**src/rtl/motoro3_commutation_seq_if.sv**
```systemverilog
// Interface bundle for motoro3_commutation_seq.
// Optional feature macro: MOTORO3_BRAKE_EN (adds the brake request line).
// Signals:
//   run, dir, stepPulse, fault, [brake]  - control inputs to the sequencer
//   mosEnable[2:0] {C,B,A}                - per-phase driver enable
//   h1_L0[2:0]     {C,B,A}                - per-phase side select, 1 = high side
//   stepIdx[2:0]                          - current commutation step 0..5
//   busy                                  - dead-time in progress
//   stepMiss                              - one-cycle pulse, stepPulse dropped
// Modports: master = controller side, slave = sequencer side.
interface motoro3_commutation_seq_if;
  logic       run;
  logic       dir;
  logic       stepPulse;
  logic       fault;
`ifdef MOTORO3_BRAKE_EN
  logic       brake;
`endif
  logic [2:0] mosEnable;
  logic [2:0] h1_L0;
  logic [2:0] stepIdx;
  logic       busy;
  logic       stepMiss;

  modport master (
    output run, dir, stepPulse, fault,
`ifdef MOTORO3_BRAKE_EN
    output brake,
`endif
    input  mosEnable, h1_L0, stepIdx, busy, stepMiss
  );

  modport slave (
    input  run, dir, stepPulse, fault,
`ifdef MOTORO3_BRAKE_EN
    input  brake,
`endif
    output mosEnable, h1_L0, stepIdx, busy, stepMiss
  );
endinterface

```
**src/rtl/motoro3_commutation_seq.sv**
```systemverilog
// Six-step BLDC commutation sequencer with dead-time insertion.
// Optional feature macro: MOTORO3_BRAKE_EN (brake input and BRAKE state:
// all three low sides on, entered and left through a full dead-time).
// Ports:
//   clk  - 10 MHz system clock, rising edge
//   rst  - synchronous, active-high reset
//   bus  - motoro3_commutation_seq_if.slave (control inputs, registered outputs)
// Parameter:
//   DEADTIME - dead-time length in clk cycles, 1..255
module motoro3_commutation_seq #(
  parameter int unsigned DEADTIME = 20
) (
  input logic                        clk,
  input logic                        rst,
  motoro3_commutation_seq_if.slave   bus
);

  typedef enum logic [2:0] {
    IDLE,
    DEAD,
    DRIVE,
    FAULT
`ifdef MOTORO3_BRAKE_EN
    , BRAKE
`endif
  } state_t;

  localparam logic [7:0] DT_LOAD = 8'(DEADTIME - 1);

  state_t     state, state_n;
  logic [7:0] cnt, cnt_n;
  logic [2:0] step, step_n, step_adv;
  logic [2:0] en, en_n, h, h_n;
  logic [2:0] en_old, h_old, en_new, h_new;
  logic       busy_q, busy_n, miss_q, miss_n;
`ifdef MOTORO3_BRAKE_EN
  logic       to_brake, to_brake_n;
`endif

  // {en[2:0], h[2:0]} for each step, phases ordered {C,B,A}
  function automatic logic [5:0] step_pat(input logic [2:0] s);
    case (s)
      3'd0:    step_pat = {3'b011, 3'b001};
      3'd1:    step_pat = {3'b101, 3'b001};
      3'd2:    step_pat = {3'b110, 3'b010};
      3'd3:    step_pat = {3'b011, 3'b010};
      3'd4:    step_pat = {3'b101, 3'b100};
      3'd5:    step_pat = {3'b110, 3'b100};
      default: step_pat = '0;
    endcase
  endfunction

  always_comb begin
    if (bus.dir) step_adv = (step == 3'd5) ? 3'd0 : step + 3'd1;
    else         step_adv = (step == 3'd0) ? 3'd5 : step - 3'd1;
    {en_old, h_old} = step_pat(step);
    {en_new, h_new} = step_pat(step_adv);
  end

  always_ff @(posedge clk) begin
    if (rst) begin
      state    <= IDLE;
      cnt      <= '0;
      step     <= '0;
      en       <= '0;
      h        <= '0;
      busy_q   <= 1'b0;
      miss_q   <= 1'b0;
`ifdef MOTORO3_BRAKE_EN
      to_brake <= 1'b0;
`endif
    end else begin
      state    <= state_n;
      cnt      <= cnt_n;
      step     <= step_n;
      en       <= en_n;
      h        <= h_n;
      busy_q   <= busy_n;
      miss_q   <= miss_n;
`ifdef MOTORO3_BRAKE_EN
      to_brake <= to_brake_n;
`endif
    end
  end

  // Outputs are registered: this block computes the value each output takes
  // after the edge. During DEAD the output registers simply hold the mask
  // that was loaded on entry.
  always_comb begin
    state_n = state;
    cnt_n   = cnt;
    step_n  = step;
    en_n    = en;
    h_n     = h;
    busy_n  = 1'b0;
    miss_n  = 1'b0;
`ifdef MOTORO3_BRAKE_EN
    to_brake_n = to_brake;
`endif
    case (state)
      IDLE: begin
        en_n = '0;
        h_n  = '0;
        if (bus.run) begin
          state_n = DEAD;
          cnt_n   = DT_LOAD;
          busy_n  = 1'b1;
`ifdef MOTORO3_BRAKE_EN
          to_brake_n = 1'b0;
`endif
        end
      end
      DEAD: begin
        miss_n = bus.stepPulse;
        if (cnt == 8'd0) begin
`ifdef MOTORO3_BRAKE_EN
          if (to_brake) begin
            state_n = BRAKE;
            en_n    = 3'b111;
            h_n     = 3'b000;
          end else
`endif
          begin
            state_n     = DRIVE;
            {en_n, h_n} = step_pat(step);
          end
        end else begin
          cnt_n  = cnt - 8'd1;
          busy_n = 1'b1;
        end
      end
      DRIVE: begin
`ifdef MOTORO3_BRAKE_EN
        if (bus.brake) begin
          state_n    = DEAD;
          cnt_n      = DT_LOAD;
          busy_n     = 1'b1;
          en_n       = '0;
          h_n        = '0;
          to_brake_n = 1'b1;
        end else
`endif
        if (bus.stepPulse) begin
          state_n = DEAD;
          cnt_n   = DT_LOAD;
          busy_n  = 1'b1;
          step_n  = step_adv;
          // Only a phase whose (en,h) is unchanged may stay on.
          en_n    = en_old & en_new & ~(h_old ^ h_new);
          h_n     = h_old & en_n;
        end
      end
`ifdef MOTORO3_BRAKE_EN
      BRAKE: begin
        if (!bus.brake) begin
          state_n    = DEAD;
          cnt_n      = DT_LOAD;
          busy_n     = 1'b1;
          en_n       = '0;
          h_n        = '0;
          to_brake_n = 1'b0;
        end
      end
`endif
      FAULT: begin
        en_n = '0;
        h_n  = '0;
        if (!bus.run) state_n = IDLE;
      end
      default: begin
        state_n = IDLE;
        en_n    = '0;
        h_n     = '0;
      end
    endcase

    // run=0 and fault override any transition chosen above; fault wins.
    if (!bus.run && state != IDLE && state != FAULT) begin
      state_n = IDLE;
      step_n  = step;
      en_n    = '0;
      h_n     = '0;
      busy_n  = 1'b0;
    end
    if (bus.fault) begin
      state_n = FAULT;
      step_n  = step;
      en_n    = '0;
      h_n     = '0;
      busy_n  = 1'b0;
    end
  end

  assign bus.mosEnable = en;
  assign bus.h1_L0     = h;
  assign bus.stepIdx   = step;
  assign bus.busy      = busy_q;
  assign bus.stepMiss  = miss_q;

endmodule

```
**src/flat_wrapper.sv**
```systemverilog
// flat-port wrapper written by rule: the top's interface ports become plain ports
module motoro3_commutation_seq_flat 
#(
  parameter int unsigned DEADTIME = 20
)
  (clk, rst, bus_run, bus_dir, bus_stepPulse, bus_fault, bus_mosEnable, bus_h1_L0, bus_stepIdx, bus_busy, bus_stepMiss);
  motoro3_commutation_seq_if bus_i ();
  input logic clk;
  input logic rst;
  input wire logic [$bits(bus_i.run)-1:0] bus_run;
  input wire logic [$bits(bus_i.dir)-1:0] bus_dir;
  input wire logic [$bits(bus_i.stepPulse)-1:0] bus_stepPulse;
  input wire logic [$bits(bus_i.fault)-1:0] bus_fault;
  output wire logic [$bits(bus_i.mosEnable)-1:0] bus_mosEnable;
  output wire logic [$bits(bus_i.h1_L0)-1:0] bus_h1_L0;
  output wire logic [$bits(bus_i.stepIdx)-1:0] bus_stepIdx;
  output wire logic [$bits(bus_i.busy)-1:0] bus_busy;
  output wire logic [$bits(bus_i.stepMiss)-1:0] bus_stepMiss;
  assign bus_i.run = bus_run;
  assign bus_i.dir = bus_dir;
  assign bus_i.stepPulse = bus_stepPulse;
  assign bus_i.fault = bus_fault;
  assign bus_mosEnable = bus_i.mosEnable;
  assign bus_h1_L0 = bus_i.h1_L0;
  assign bus_stepIdx = bus_i.stepIdx;
  assign bus_busy = bus_i.busy;
  assign bus_stepMiss = bus_i.stepMiss;
  motoro3_commutation_seq #(.DEADTIME(DEADTIME)) u_core (.clk(clk), .rst(rst), .bus(bus_i));
endmodule
```
**config.mk**
```make
export PLATFORM = sky130hd
export DESIGN_NAME = motoro3_commutation_seq_flat
export DESIGN_NICKNAME = d
export VERILOG_FILES = /design/src/rtl/motoro3_commutation_seq_if.sv /design/src/rtl/motoro3_commutation_seq.sv /design/src/flat_wrapper.sv
export SDC_FILE = /design/constraint.sdc
export NUM_CORES = 1
export LEC_CHECK = 0
export ABC_AREA = 0
export CAP_MARGIN = 20
export CORE_MARGIN = 3
export CORE_UTILIZATION = 55
export DETAILED_ROUTE_END_ITERATION = 8
export GPL_TIMING_DRIVEN = 0
export PLACE_DENSITY = 0.79
export SYNTH_ARGS = -nofsm -noshare
export SYNTH_HDL_FRONTEND = slang
export SYNTH_SLANG_ARGS = --single-unit
```
**constraint.sdc**
```tcl
create_clock -name clk -period 3 [get_ports clk]
set_input_delay 0.9 -clock clk [delete_from_list [all_inputs] [get_ports clk]]
set_output_delay 0.9 -clock clk [all_outputs]
set_load 0.02 [all_outputs]
```
# After elaboration in Yosys (flattened, before gate mapping)
# Index checks and enable logic that the tools add are counted.
totals:
  register_bits: 22
  input_bits: 6
  elab_cells: 84
classes:
  add_sub_neg: 3
  eq_ne: 23
  n_mux: 26
  bitwise_logic: 8
  reduce_logical: 16
ops:
  columns: ["cell", "n"]
  rows:
  - ["6-bit one-hot mux with 6 select lines", 2]
  - ["3-bit two-way mux", 11]
  - ["8-bit two-way mux", 3]
  - ["8-bit one-hot mux with 3 select lines", 1]
  - ["3-bit by 2-bit == test with 1-bit output, second input constant", 6]
  - ["4-bit AND reduction", 4]
  - ["3-bit == test, second input constant", 4]
  - ["4-bit by 3-bit inequality test with 1-bit output, second input constant", 3]
  - ["3-bit one-hot mux with 2 select lines", 2]
  - ["3-bit one-hot mux with 4 select lines", 1]
  - ["3-bit bitwise AND", 3]
  - ["3-bit by 1-bit == test with 1-bit output, second input constant", 3]
  - ["3-bit zero test", 3]
  - ["8-bit zero test", 1]
  - ["2-bit inequality test, second input constant", 4]
  - ["8-bit by 1-bit subtractor with 8-bit output, second input constant", 1]
  - ["3-bit nonzero test", 2]
  - ["2-bit two-way mux", 2]
  - ["4-bit by 2-bit inequality test with 1-bit output, second input constant", 1]
  - ["3-bit by 1-bit adder with 3-bit output, second input constant", 1]
  - ["1-bit two-way mux", 3]
  - ["3-bit by 2-bit inequality test with 1-bit output, second input constant", 1]
  - ["1-bit inverter", 3]
  - ["3-bit inverter", 1]
  - ["other kinds (9)", 10]

# Logic depth before layout (Yosys ltp)
depth:
  ltp_word: 11
  mapped_depth: 9
  mapped_depth_nobuf: 7

# Worst setup path before layout
# Ideal clock, no wire load.
synth_timing:
  path_kind: "flip-flop to flip-flop"
  start: "reg u_core.step[0], in the netlist u_core.bus.stepIdx[0]"
  end: "reg u_core.en[0], in the netlist u_core.bus.mosEnable[0]"
  setup_ns: 0.117
  t_arrival_ns: 2.355
  slack_ns: 0.529
  path_stages_with_launch: 10
  path_buffers: 2
  synth_period_minus_slack_ns: 2.471
  path_cell_list: "dfxtp_1 -> clkbuf_1 -> buf_1 -> nor2_1 -> ha_1 -> or2_2 -> o2111ai_1 -> a21oi_1 -> o31a_1 -> a22o_1"
synth_between:
  elab_chain_len: 10
  word_cells_on_any_way: 26
  cone_classes: "add/sub: 2; eq/ne: 10; mux: 8; bitwise: 4; reduce/logical: 2"
synth_lines:
  columns: ["item", "line", "source"]
  rows:
  - ["start, declared", "motoro3_commutation_seq.sv:32", "logic [2:0] step, step_n, step_adv;"]
  - ["start signal, assigned", "motoro3_commutation_seq.sv:75", "step <= step_n;"]
  - ["3-bit by 1-bit subtractor with 3-bit output, or another cell as far along", "motoro3_commutation_seq.sv:55", "else step_adv = (step == 3'd0) ? 3'd5 : step - 3'd1;"]
  - ["3-bit two-way mux (on tied branches)", "motoro3_commutation_seq.sv:55, motoro3_commutation_seq.sv:54", null]
  - ["3-bit two-way mux", "motoro3_commutation_seq.sv:54", "if (bus.dir) step_adv = (step == 3'd5) ? 3'd0 : step + 3'd1;"]
  - ["3-bit == test, or another cell as far along", "motoro3_commutation_seq.sv:42", "case (s)"]
  - ["6-bit one-hot mux with 6 select lines", "motoro3_commutation_seq.sv:42", null]
  - ["3-bit bitwise XOR", "motoro3_commutation_seq.sv:149", "en_n = en_old & en_new & ~(h_old ^ h_new);"]
  - ["3-bit inverter", "motoro3_commutation_seq.sv:149", null]
  - ["3-bit bitwise AND", "motoro3_commutation_seq.sv:149", null]
  - ["3-bit two-way mux", "motoro3_commutation_seq.sv:143", "if (bus.stepPulse) begin"]
  - ["3-bit one-hot mux with 2 select lines (*)", "motoro3_commutation_seq.sv:100", "case (state)"]
  - ["end signal, assigned", "motoro3_commutation_seq.sv:76", "en <= en_n;"]
  - ["end, declared", "motoro3_commutation_seq.sv:33", "logic [2:0] en, en_n, h, h_n;"]
# Mark *: on every way between the ends. The rest lies on a longest branch, timed or not. The select of a mux whose other input is x is not followed.
# A chain may end at the register's enable or synchronous reset.

# Final worst setup path
layout_timing:
  start: "reg u_core.step[0], in the netlist u_core.bus.stepIdx[0]"
  end: "reg u_core.h[0], in the netlist u_core.bus.h1_L0[0]"
layout_between:
  elab_chain_len: 11
  word_cells_on_any_way: 27
  cone_classes: "add/sub: 2; eq/ne: 10; mux: 8; bitwise: 5; reduce/logical: 2"
layout_lines:
  columns: ["item", "line", "source"]
  rows:
  - ["3-bit by 1-bit subtractor with 3-bit output, or another cell as far along", "motoro3_commutation_seq.sv:55", null]
  - ["3-bit two-way mux (on tied branches)", "motoro3_commutation_seq.sv:55, motoro3_commutation_seq.sv:54", null]
  - ["3-bit two-way mux", "motoro3_commutation_seq.sv:54", null]
  - ["3-bit == test, or another cell as far along", "motoro3_commutation_seq.sv:42", null]
  - ["6-bit one-hot mux with 6 select lines", "motoro3_commutation_seq.sv:42", null]
  - ["3-bit bitwise XOR", "motoro3_commutation_seq.sv:149", null]
  - ["3-bit inverter", "motoro3_commutation_seq.sv:149", null]
  - ["3-bit bitwise AND", "motoro3_commutation_seq.sv:149", null]
  - ["3-bit bitwise AND", "motoro3_commutation_seq.sv:150", "h_n = h_old & en_n;"]
  - ["3-bit two-way mux", "motoro3_commutation_seq.sv:143", null]
  - ["3-bit one-hot mux with 2 select lines (*)", "motoro3_commutation_seq.sv:100", null]
  - ["end signal, assigned", "motoro3_commutation_seq.sv:77", "h <= h_n;"]
  - ["end, declared", "motoro3_commutation_seq.sv:33", null]
# Marks and branches as above.

==> impl_metrics.ini <==
[power_and_ir_drop]
seqPwrFrac_pct = 43.2
p_clk_share_pct = 17.4
finalPower_uw = 795
p_int_uw = 496
comb_power_share_pct = 39.4
power_switching_share_pct = 37.6
switchingPower_uw = 299
p_per_area_nw_per_um2 = 484
peakVddDrop_v = 0.000473
p_leak_uw = 0.000613

[synth]
synth.avg_cell_area_um2 = 8.08
synth_edf_count = 0
ys_warn_count = 0
ys_seq_area_share_pct = 29.2
synth.largest_area_cell = dfxtp_1
synth_area_um2 = 1440
synthFlopType = dfxtp_1
synthTopCellsByArea = dfxtp_1, ha_1, nor2_1, nor3_1, nand2_1
synthArstFlopShare_pct = 0
synth-seq-cells = 21
synthCells = 178
syn-num-nets = 192
synth_top_area_share_pct = 29.2
ys_types = 52

[timing]
setup_slack_ns = 0.224
finalCriticalPeriod_ns = 2.78
finalHoldViolations = 0
setup_viol_count_final = 0
maxSlewHeadroom_pct = 40.1
finalMaxSlewViolations = 0
tns_ns = 0
tightest_slew_ns = 0.887
clock_skew_ns = 0.0122
max_freq_mhz = 360
rsz0062_at_grt = no
period_share_pct = 92.5

[detailed_routing]
via_per_inst = 6.20
routed_wl_um = 3180
drc = 0
vias = 1389
initialDrtViolationCount = 57
detail-route-antenna-nets = 0
avgRoutedWirePerCell_um = 14.2
first_pass_iters = 4

[final_layout]
multi_input_area_um2 = 945
finalNonFillerCells = 224
layout_common_cells = dfxtp_1, nor2_1, clkdlybuf4s50_1
syn_to_final_growth_pct = 14.1
fill_cells = 213
final_area_um2 = 1640
diodes = 0
mostFrequentLayoutCell = dfxtp_1
layout.nets = 211
drive_above_1_share_pct = 8.67
seq_area_um2 = 420

[clock_network]
cts.sinks = 21
ctsResizeCount = 0
cts_tree = done
cts_buffers = 3
clock_latency_ns = 0.31
cts_hold_buffers = 0
cts-root-buf = clkbuf_4
clk_pin_slew_ns = 0.12
post_cts_buffers = 0
clockBufferDepth = 2
htreeDepth = 1

[placed_design]
dp_cells = 220
dp_hpwl_um = 2420
port_buffers = 14
dpl_cell_area_um2 = 1610
place_ws_ns = 0.292
gp_congestion = 0.877

[die]
die_area_um2 = 3270
rows = 17
io_pins = 17
die_h_um = 57.2
start_util_pct = 61.5
coreArea_um2 = 2340
die_x_um = 57.2

[worst_setup_path]
worstSetupPathType = register to register
critical_path.startpoint = u_core.bus.stepIdx[0]
crit_path_end_kind = register
worstPathRequired_ns = 3.21
r2r_end = u_core.bus.h1_L0[0]
worstPathMaxFanout = 10
start_kind = register
arrival_ns = 2.98
rrSetupSlack_ns = 0.22
crit_end = u_core.bus.h1_L0[0]
rr_startpoint = u_core.bus.stepIdx[0]
rr_worst_depth = 9

[grt]
grt_max_degree = 13
grt_pass1_wl_um = 5740
antenna_found_initial = 0
grt_pass1_vias = 1329
grtUsageTotal_pct = 21.7
overflow = 0

[hold_path]
hold_path.class = register to register

[status]
status = finished, final reports clean

[flow_run]
cap_violations = 0
[final cells by class]
class | instances | share of cell area, %
sequential | 21 | 25.6
buffer | 10 | 2.44
multi-input combinational | 138 | 57.5
inverter | 9 | 2.06
tap | 28 | 2.13
clock inverter | 1 | 0.305
timing repair buffer | 14 | 8.54
clock buffer | 3 | 1.37
[worst max-delay path, cell delays in order, from the launching register on]
cell,delay (ns)
dfxtp_1,0.43
clkbuf_1,0.31
buf_1,0.39
nor2_1,0.11
ha_1,0.38
or2_2,0.34
o2111ai_1,0.15
a21oi_1,0.07
o31a_1,0.31
a22o_1,0.18
[state kept, by name, indices dropped and copies added, names as in the netlist]
signal                cells
u_core.cnt                8
u_core.bus.h1_L0          3
u_core.bus.mosEnable      3
u_core.bus.stepIdx        3
u_core.state              2
u_core.bus.busy           1
u_core.bus.stepMiss       1
[cells by family (layout without fill, tap and decap cells)]
family          count (synthesis)  after routing  synth area share (%)
compound gates                 52             52                  27.3
xor+xnor                        4              4                  2.43
fa+ha+maj                       8              8                  6.96
buf+inv                        19             37                  5.13
flops                          21             21                  29.2
mux                             3              3                  2.09
simple gates                   71             71                  26.9
[power groups by stage]
stage / sequential [µW] / clock, µW / combinational [µW]
after floorplan: 348 / 0 / 243
after global placement: 348 / 0 / 301
after detailed placement: 349 / 0 / 311
after CTS: 343 / 142 / 313
after global routing: 348 / 153 / 354
final: 343 / 138 / 313
[stage by stage]
stage / hold WS, ns / util (%)
after floorplan: 0.470 / -
after global placement: 0.436 / 69.0
after detailed placement: 0.447 / 69.0
after CTS: 0.463 / 70.2
after global routing: 0.484 / 70.2
final: 0.457 / 70.2
[worst min path at each step]
stage                            start  depth (start not counted)                       to  slack, ns
3_3_place_gp   u_core.bus.mosEnable[2]                          2  u_core.bus.mosEnable[2]       0.44
4_1_cts            u_core.bus.h1_L0[2]                          2      u_core.bus.h1_L0[2]       0.46
6_report           u_core.bus.h1_L0[2]                          2      u_core.bus.h1_L0[2]       0.46
2_1_floorplan            u_core.cnt[1]                          2            u_core.cnt[1]       0.47
5_1_grt        u_core.bus.mosEnable[2]                          2  u_core.bus.mosEnable[2]       0.48
3_5_place_dp       u_core.bus.h1_L0[2]                          2      u_core.bus.h1_L0[2]       0.45
[layer usage]
metal / vias to the layer above / part of all wire [%] / track usage [%]
met5: - / 0 / 0
met4: 0 / 0.47 / 5.96
met3: 4 / 7.0 / 4.98
met2: 63 / 48 / 35.9
met1: 633 / 44 / 28.2
li1: 689 / - / -
[synth_stat cells, types with 2 or more instances]
library cell / count
ha_1: 8
or3_1: 2
a22o_1: 2
nand3_1: 7
o31ai_1: 3
nand2_1: 11
buf_2: 2
a21o_1: 2
nor2b_1: 6
or4_1: 2
o21ai_0: 8
clkbuf_1: 6
buf_1: 2
mux2i_1: 3
nor2_1: 16
a211oi_2: 3
xor2_1: 4
nor3_1: 9
dfxtp_1: 21
o21ai_1: 4
a21oi_1: 8
o31a_1: 2
a32o_1: 2
inv_1: 8
a31oi_1: 2
and3_1: 4
a311oi_1: 2
nand2b_1: 5
Note: power is estimated with default switching activity, not from simulation.
